$ cat src/rtl/counter_pkg.sv
`default_nettype none
// ============================================================================
// Module   : counter_pkg
// Purpose  : Shared constants and types for the up/down modulo-N counter.
// Revision : 1.0  initial release
// ============================================================================
package counter_pkg;

  // Behaviour at the range ends
  localparam bit COUNT_WRAP = 1'b0;
  localparam bit COUNT_SAT  = 1'b1;

  // Meaning of the M (direction) input
  localparam bit DIR_UP     = 1'b1;
  localparam bit DIR_DOWN   = 1'b0;

  // Action taken by the counter register at the next CP edge
  typedef enum logic [1:0] {
    OP_HOLD  = 2'd0,
    OP_COUNT = 2'd1,
    OP_LOAD  = 2'd2
  } cnt_op_t;

endpackage : counter_pkg
`default_nettype wire

$ cat src/rtl/updown_modcounter_if.sv
`default_nettype none
// ============================================================================
// Module   : updown_modcounter_if
// Purpose  : Control / data / cascade bundle of one counter stage.
//            master = whoever drives the stage, slave = the counter itself.
// Revision : 1.0  initial release
// ============================================================================
interface updown_modcounter_if #(
  parameter int W = 4
);
  logic         _LD;   // synchronous parallel load, active-low
  logic         EN;    // count enable
  logic         CI;    // cascade carry-in
  logic         M;     // direction, 1 = up
  logic [W-1:0] D;     // parallel load data
  logic [W-1:0] Q;     // current count
  logic         CO;    // combinational cascade carry-out
  logic         _Qcc;  // registered terminal-count strobe, active-low

  modport master (
    output _LD, EN, CI, M, D,
    input  Q, CO, _Qcc
  );

  modport slave (
    input  _LD, EN, CI, M, D,
    output Q, CO, _Qcc
  );
endinterface : updown_modcounter_if
`default_nettype wire

$ cat src/rtl/tc_detect.sv
`default_nettype none
// ============================================================================
// Module   : tc_detect
// Purpose  : Combinational terminal-state and next-value generator for the
//            up/down modulo-N counter. All arithmetic is W+1 bits wide, so a
//            full-width modulus of 2^W never overflows.
// Revision : 1.0  initial release
// ============================================================================
module tc_detect
  import counter_pkg::*;
#(
  parameter int W   = 4,
  parameter int MOD = 16
) (
  input  logic [W-1:0] i_q,       // present count
  input  logic         i_m,       // direction
  input  logic [W-1:0] i_d,       // raw load data
  output logic         o_term,    // present count is the terminal state
  output logic [W-1:0] o_step,    // count +/- 1 (valid when not terminal)
  output logic [W-1:0] o_wrap,    // value entered when wrapping off the end
  output logic [W-1:0] o_ld_val   // load data clamped to MOD-1
);

  localparam logic [W:0] c_MOD  = (W+1)'(MOD);
  localparam logic [W:0] c_MAX  = (W+1)'(MOD - 1);
  localparam logic [W:0] c_ONE  = (W+1)'(1);
  localparam logic [W:0] c_ZERO = '0;

  logic [W:0] w_q1;
  logic [W:0] w_d1;
  logic [W:0] w_sum;

  assign w_q1 = {1'b0, i_q};
  assign w_d1 = {1'b0, i_d};

  // Step in the selected direction; the up-terminal test uses the carry bit
  always_comb begin
    w_sum  = (i_m == DIR_UP) ? (w_q1 + c_ONE) : (w_q1 - c_ONE);
    o_step = w_sum[W-1:0];
    if (i_m == DIR_UP) begin
      o_term = (w_sum == c_MOD);
      o_wrap = '0;
    end else begin
      o_term = (w_q1 == c_ZERO);
      o_wrap = c_MAX[W-1:0];
    end
  end

  // Out-of-range load data is clamped to the top of the range
  always_comb begin
    o_ld_val = (w_d1 < c_MOD) ? i_d : c_MAX[W-1:0];
  end

endmodule : tc_detect
`default_nettype wire

$ cat src/rtl/updown_modcounter.sv
`default_nettype none
// ============================================================================
// Module   : updown_modcounter
// Purpose  : Parametrised synchronous up/down modulo-MOD counter with
//            synchronous load, enable, carry-in/carry-out cascade and
//            selectable wrap or saturate behaviour at the range ends.
//            Holds the Q and _Qcc registers; arithmetic lives in tc_detect.
// Revision : 1.0  initial release
// ============================================================================
module updown_modcounter
  import counter_pkg::*;
#(
  parameter int W    = 4,
  parameter int MOD  = 16,
  parameter int INIT = 0,
  parameter int SAT  = 0
) (
  input  logic                CP,    // clock, rising edge
  input  logic                _CLR,  // asynchronous clear, active-low
  updown_modcounter_if.slave  bus
);

  // --------------------------------------------------------------------------
  // Elaboration-time parameter checks
  // --------------------------------------------------------------------------
  generate
    if (W < 1 || W > 16) begin : g_bad_width
      $error("updown_modcounter: W=%0d outside 1..16", W);
    end
    if (MOD < 2 || MOD > (1 << W)) begin : g_bad_mod
      $error("updown_modcounter: MOD=%0d outside 2..2^W", MOD);
    end
    if (INIT < 0 || INIT >= MOD) begin : g_bad_init
      $error("updown_modcounter: INIT=%0d not below MOD=%0d", INIT, MOD);
    end
  endgenerate

  localparam logic [W-1:0] c_INIT = W'(INIT);
  localparam bit           c_SAT  = (SAT != 0) ? COUNT_SAT : COUNT_WRAP;

  logic [W-1:0] r_q;
  logic         r_qcc;

  logic         w_term;
  logic [W-1:0] w_step;
  logic [W-1:0] w_wrap;
  logic [W-1:0] w_ld_val;
  logic [W-1:0] w_next;
  logic         w_co;
  cnt_op_t      w_op;

  tc_detect #(
    .W   (W),
    .MOD (MOD)
  ) u_tc_detect (
    .i_q      (r_q),
    .i_m      (bus.M),
    .i_d      (bus.D),
    .o_term   (w_term),
    .o_step   (w_step),
    .o_wrap   (w_wrap),
    .o_ld_val (w_ld_val)
  );

  // Carry-out is purely combinational so a chained stage sees it this cycle
  assign w_co = bus.EN & bus.CI & w_term;

  // Decide the register action: load beats count, count beats hold
  always_comb begin
    w_op = OP_HOLD;
    if (!bus._LD) begin
      w_op = OP_LOAD;
    end else if (bus.EN && bus.CI) begin
      w_op = OP_COUNT;
    end
  end

  // Next count value when counting: step, or wrap/hold at the terminal state
  always_comb begin
    w_next = w_step;
    if (w_term) begin
      w_next = (c_SAT == COUNT_SAT) ? r_q : w_wrap;
    end
  end

  // Count / strobe registers with asynchronous clear to INIT
  always_ff @(posedge CP or negedge _CLR) begin
    if (!_CLR) begin
      r_q   <= c_INIT;
      r_qcc <= 1'b1;
    end else begin
      case (w_op)
        OP_LOAD: begin
          r_q   <= w_ld_val;
          r_qcc <= 1'b1;
        end
        OP_COUNT: begin
          r_q   <= w_next;
          r_qcc <= ~w_co;
        end
        default: begin
          r_q   <= r_q;
          r_qcc <= ~w_co;
        end
      endcase
    end
  end

  assign bus.Q    = r_q;
  assign bus.CO   = w_co;
  assign bus._Qcc = r_qcc;

endmodule : updown_modcounter
`default_nettype wire

$ cat src/flat_wrapper.sv
// flat-port wrapper written by rule: the top's interface ports become plain ports
module updown_modcounter_flat import counter_pkg::*;
#(
  parameter int W    = 4,
  parameter int MOD  = 16,
  parameter int INIT = 0,
  parameter int SAT  = 0
)
  (CP, _CLR, bus__LD, bus_EN, bus_CI, bus_M, bus_D, bus_Q, bus_CO, bus__Qcc);
  updown_modcounter_if #(.W(W)) bus_i ();
  input  logic CP;
  input  logic _CLR;
  input wire logic [$bits(bus_i._LD)-1:0] bus__LD;
  input wire logic [$bits(bus_i.EN)-1:0] bus_EN;
  input wire logic [$bits(bus_i.CI)-1:0] bus_CI;
  input wire logic [$bits(bus_i.M)-1:0] bus_M;
  input wire logic [$bits(bus_i.D)-1:0] bus_D;
  output wire logic [$bits(bus_i.Q)-1:0] bus_Q;
  output wire logic [$bits(bus_i.CO)-1:0] bus_CO;
  output wire logic [$bits(bus_i._Qcc)-1:0] bus__Qcc;
  assign bus_i._LD = bus__LD;
  assign bus_i.EN = bus_EN;
  assign bus_i.CI = bus_CI;
  assign bus_i.M = bus_M;
  assign bus_i.D = bus_D;
  assign bus_Q = bus_i.Q;
  assign bus_CO = bus_i.CO;
  assign bus__Qcc = bus_i._Qcc;
  updown_modcounter #(.W(W), .MOD(MOD), .INIT(INIT), .SAT(SAT)) u_core (.CP(CP), ._CLR(_CLR), .bus(bus_i));
endmodule
$ cat config.mk
export PLATFORM = sky130hd
export DESIGN_NAME = updown_modcounter_flat
export DESIGN_NICKNAME = d
export VERILOG_FILES = /design/src/rtl/counter_pkg.sv /design/src/rtl/updown_modcounter_if.sv /design/src/rtl/tc_detect.sv /design/src/rtl/updown_modcounter.sv /design/src/flat_wrapper.sv
export SDC_FILE = /design/constraint.sdc
export NUM_CORES = 1
export LEC_CHECK = 0
export ABC_AREA = 1
export ABC_CLOCK_PERIOD_IN_PS = 2170
export CAP_MARGIN = 30
export CORE_AREA = 2 2 39 41
export CTS_BUF_LIST = sky130_fd_sc_hd__clkbuf_8
export CTS_CLUSTER_SIZE = 30
export DETAILED_ROUTE_END_ITERATION = 16
export DIE_AREA = 0 0 41 43
export HOLD_SLACK_MARGIN = 0.05
export PLACE_DENSITY = 0.79
export SLEW_MARGIN = 20
export SYNTH_ARGS = -nofsm -noshare
export SYNTH_HDL_FRONTEND = slang
export SYNTH_SLANG_ARGS = --single-unit
$ cat constraint.sdc
create_clock -name CP -period 2.17 [get_ports CP]
set_input_delay 0.217 -clock CP [delete_from_list [all_inputs] [get_ports CP]]
set_output_delay 0.217 -clock CP [all_outputs]
set_load 0.005 [all_outputs]
==> flow_metrics.py <==
metrics = {
    "routing": {
        "drt-initial-drc-count": 11,
        "route.detailed.drc": 0,
        "antenna_left": 0,
        "vias_per_cell": 4.43,
        "vias": 545,
        "drt_first_pass_iters": 4,
        "routed_wl_mm": 1.17,
        "wire_per_inst_um": 9.47,
    },
    "yosys": {
        "yosys_warnings": 0,
        "yosysSeqAreaShare_pct": 25.0,
        "syn-mean-instance-area_um2": 6.40,
        "synthesis.nets": 94,
        "syn-cell-area_um2": 505,
        "synthCells": 79,
        "synth_cell_type_count": 17,
        "synth-seq-cells": 5,
    },
    "clock_tree": {
        "cts_htree_levels": 1,
        "cts_sinks": 5,
        "clockBufferDepth": 2,
        "clockRootBuffer": "clkbuf_8",
        "tritoncts": "yes",
        "cts.clk_slew.worst_paths_ns": 0.04,
        "cts-buffers-inserted": 3,
        "clk_latency_ns": 0.22,
        "post_cts_buffers": 0,
    },
    "floorplan": {
        "die-area_um2": 1760,
        "io_pins": 16,
        "rows": 14,
        "die_h_um": 43,
        "initial_core_util_pct": 36.5,
        "die_w_um": 41,
        "core_area_um2": 1380,
    },
    "placed_design": {
        "detailed_place_hpwl_um": 968,
        "dpl_worst_slack_ns": -0.288,
        "place_area_um2": 743,
        "place_congestion": 0.810,
        "numPortBuffers": 15,
    },
    "finish": {
        "layout.nets": 123,
        "num_antenna_cells": 0,
        "final_common_cell": "nand2_1",
        "final_area_um2": 813,
        "final_cell_mix": "30 x nand2_1, 14 x clkdlybuf4s50_1, 12 x inv_1, 9 x buf_4, 7 x nand3_1",
        "area_delta_synth_final_pct": 60.9,
        "post-route-util_pct": 58.8,
        "layout-drive-gt1-share_pct": 29.0,
        "nFillCells": 133,
        "seqCellArea_um2": 126,
        "multi_input_area_um2": 349,
    },
    "timing": {
        "period_share_pct": 94.0,
        "finalHoldViolations": 0,
        "worst_pin_slew_ns": 0.221,
        "fin_hold_ws_ns": 0.212,
        "finalWorstSetupSlack_ns": 0.131,
        "rsz0062_at_grt": "no",
        "post-route-min-period_ns": 2.04,
        "setup_tns_ns": 0,
        "skew_ns": 0.00261,
        "max_clock_freq_mhz": 490,
        "setup_viol": 0,
        "slew_headroom_pct": 85.2,
        "slew_violations": 0,
    },
    "worst_setup_path": {
        "crit_end": "bus_CO",
        "critical_path_peak_fanout": 4,
        "rr_worst_depth": 11,
        "start_kind": "primary input",
        "end_kind": "output port",
        "r2r_setup_slack_ns": 0.42,
        "r2r_end": "u_core.bus.Q[2]$_DFFE_PN0P_",
        "cp-startpoint": "bus_M",
        "r2r_start": "u_core.bus.Q[1]$_DFFE_PN0P_",
        "worstPathRequired_ns": 1.95,
        "crit_type": "in -> out",
        "cp.arrival_ns": 1.82,
    },
    "status": {
        "status": "complete, no violations",
    },
    "global_route": {
        "grt_use_total_pct": 15.8,
        "grt_pass1_wl_mm": 1.90,
        "antenna_found_initial": 0,
        "grt_max_degree": 8,
        "overflow": 0,
        "grt_pass1_vias": 502,
    },
    "pwr": {
        "power_density_nw_per_um2": 591,
        "vdd_drop_max_mv": 0.550,
        "p_leak_nw": 0.431,
    },
    "hold_path": {
        "hold_path.class": "in -> async",
    },
    "flow_run": {
        "max-cap-violations": 0,
    },
}
[power by group]
part,internal [W],total [W],switching (W)
combinational,0.000104,0.000200,0.0000966
clock,0.000121,0.000166,0.0000450
sequential,0.000103,0.000114,0.0000108
[registers in the layout, indices dropped and copies added, names as in the netlist]
| signal | count |
|---|---|
| u_core.bus.Q | 4 |
| u_core.bus._Qcc | 1 |
[cell type report]
type	count	area share, %
Inverter	16	7.38
Tap cell	16	2.46
Clock buffer	3	5.08
Clock inverter	1	0.462
Multi-Input combinational cell	58	42.9
Timing Repair Buffer	24	26.2
Sequential cell	5	15.5
[worst max-delay path, stage by stage]
cell             delay, ns
clkdlybuf4s50_1       0.50
inv_2                 0.08
ha_4                  0.27
ha_1                  0.13
nand2_1               0.05
inv_1                 0.05
nand3_2               0.07
nor2_2                0.12
nand2_2               0.07
a21oi_2               0.13
clkbuf_2              0.13
[cells in the mapped netlist, drive strengths merged]
cell type	number	area, um2
a21oi	2	13.8
a22o	1	8.76
dfrtp	4	100
dfstp	1	26.3
fa	1	20.0
ha	4	50.1
inv	16	60.1
nand2	34	135
nand3	9	55.1
nor2	5	21.3
nor3	1	10.0
o21ai	1	5.00
[stage by stage]
step           std cells  total power [W]
2_1_floorplan         79         0.000218
3_3_place_gp         119         0.000297
3_5_place_dp         119         0.000300
4_1_cts              123         0.000483
5_1_grt              123         0.000515
6_report             123         0.000481
[layer usage]
layer,global-route usage (%),part of all wire [%]
met1,18.1,45
met2,27.8,50
met3,4.71,5.4
met4,2.00,0
met5,0,0
[what timing repair did]
action                     4_1_cts  5_1_grt
pin swaps                        0        0
setup endpoints to repair        1        1
hold buffers                     0        0
cloned                           0        0
resized for setup                6        2
[cell families (layout without fill, tap and decap cells)]
group / Yosys count / in the layout / synth area share (%)
fa+ha+maj: 5 / 5 / 13.9
buf+inv: 16 / 44 / 11.9
simple gates: 49 / 49 / 43.8
compound gates: 4 / 4 / 5.44
flops: 5 / 5 / 25.0
[how the worst min path moves through the flow]
stage | startpoint | endpoint | slack (ns)
6_report | _CLR | u_core.bus.Q[0]$_DFFE_PN0P_ | 0.21
5_1_grt | _CLR | u_core.bus.Q[0]$_DFFE_PN0P_ | 0.23
4_1_cts | _CLR | u_core.bus.Q[0]$_DFFE_PN0P_ | 0.21
3_5_place_dp | _CLR | u_core.bus.Q[2]$_DFFE_PN0P_ | 0.45
3_3_place_gp | _CLR | u_core.bus.Q[2]$_DFFE_PN0P_ | 0.44
2_1_floorplan | _CLR | u_core.bus.Q[0]$_DFFE_PN0P_ | -0.08
Power figures use the tool's default switching activity.
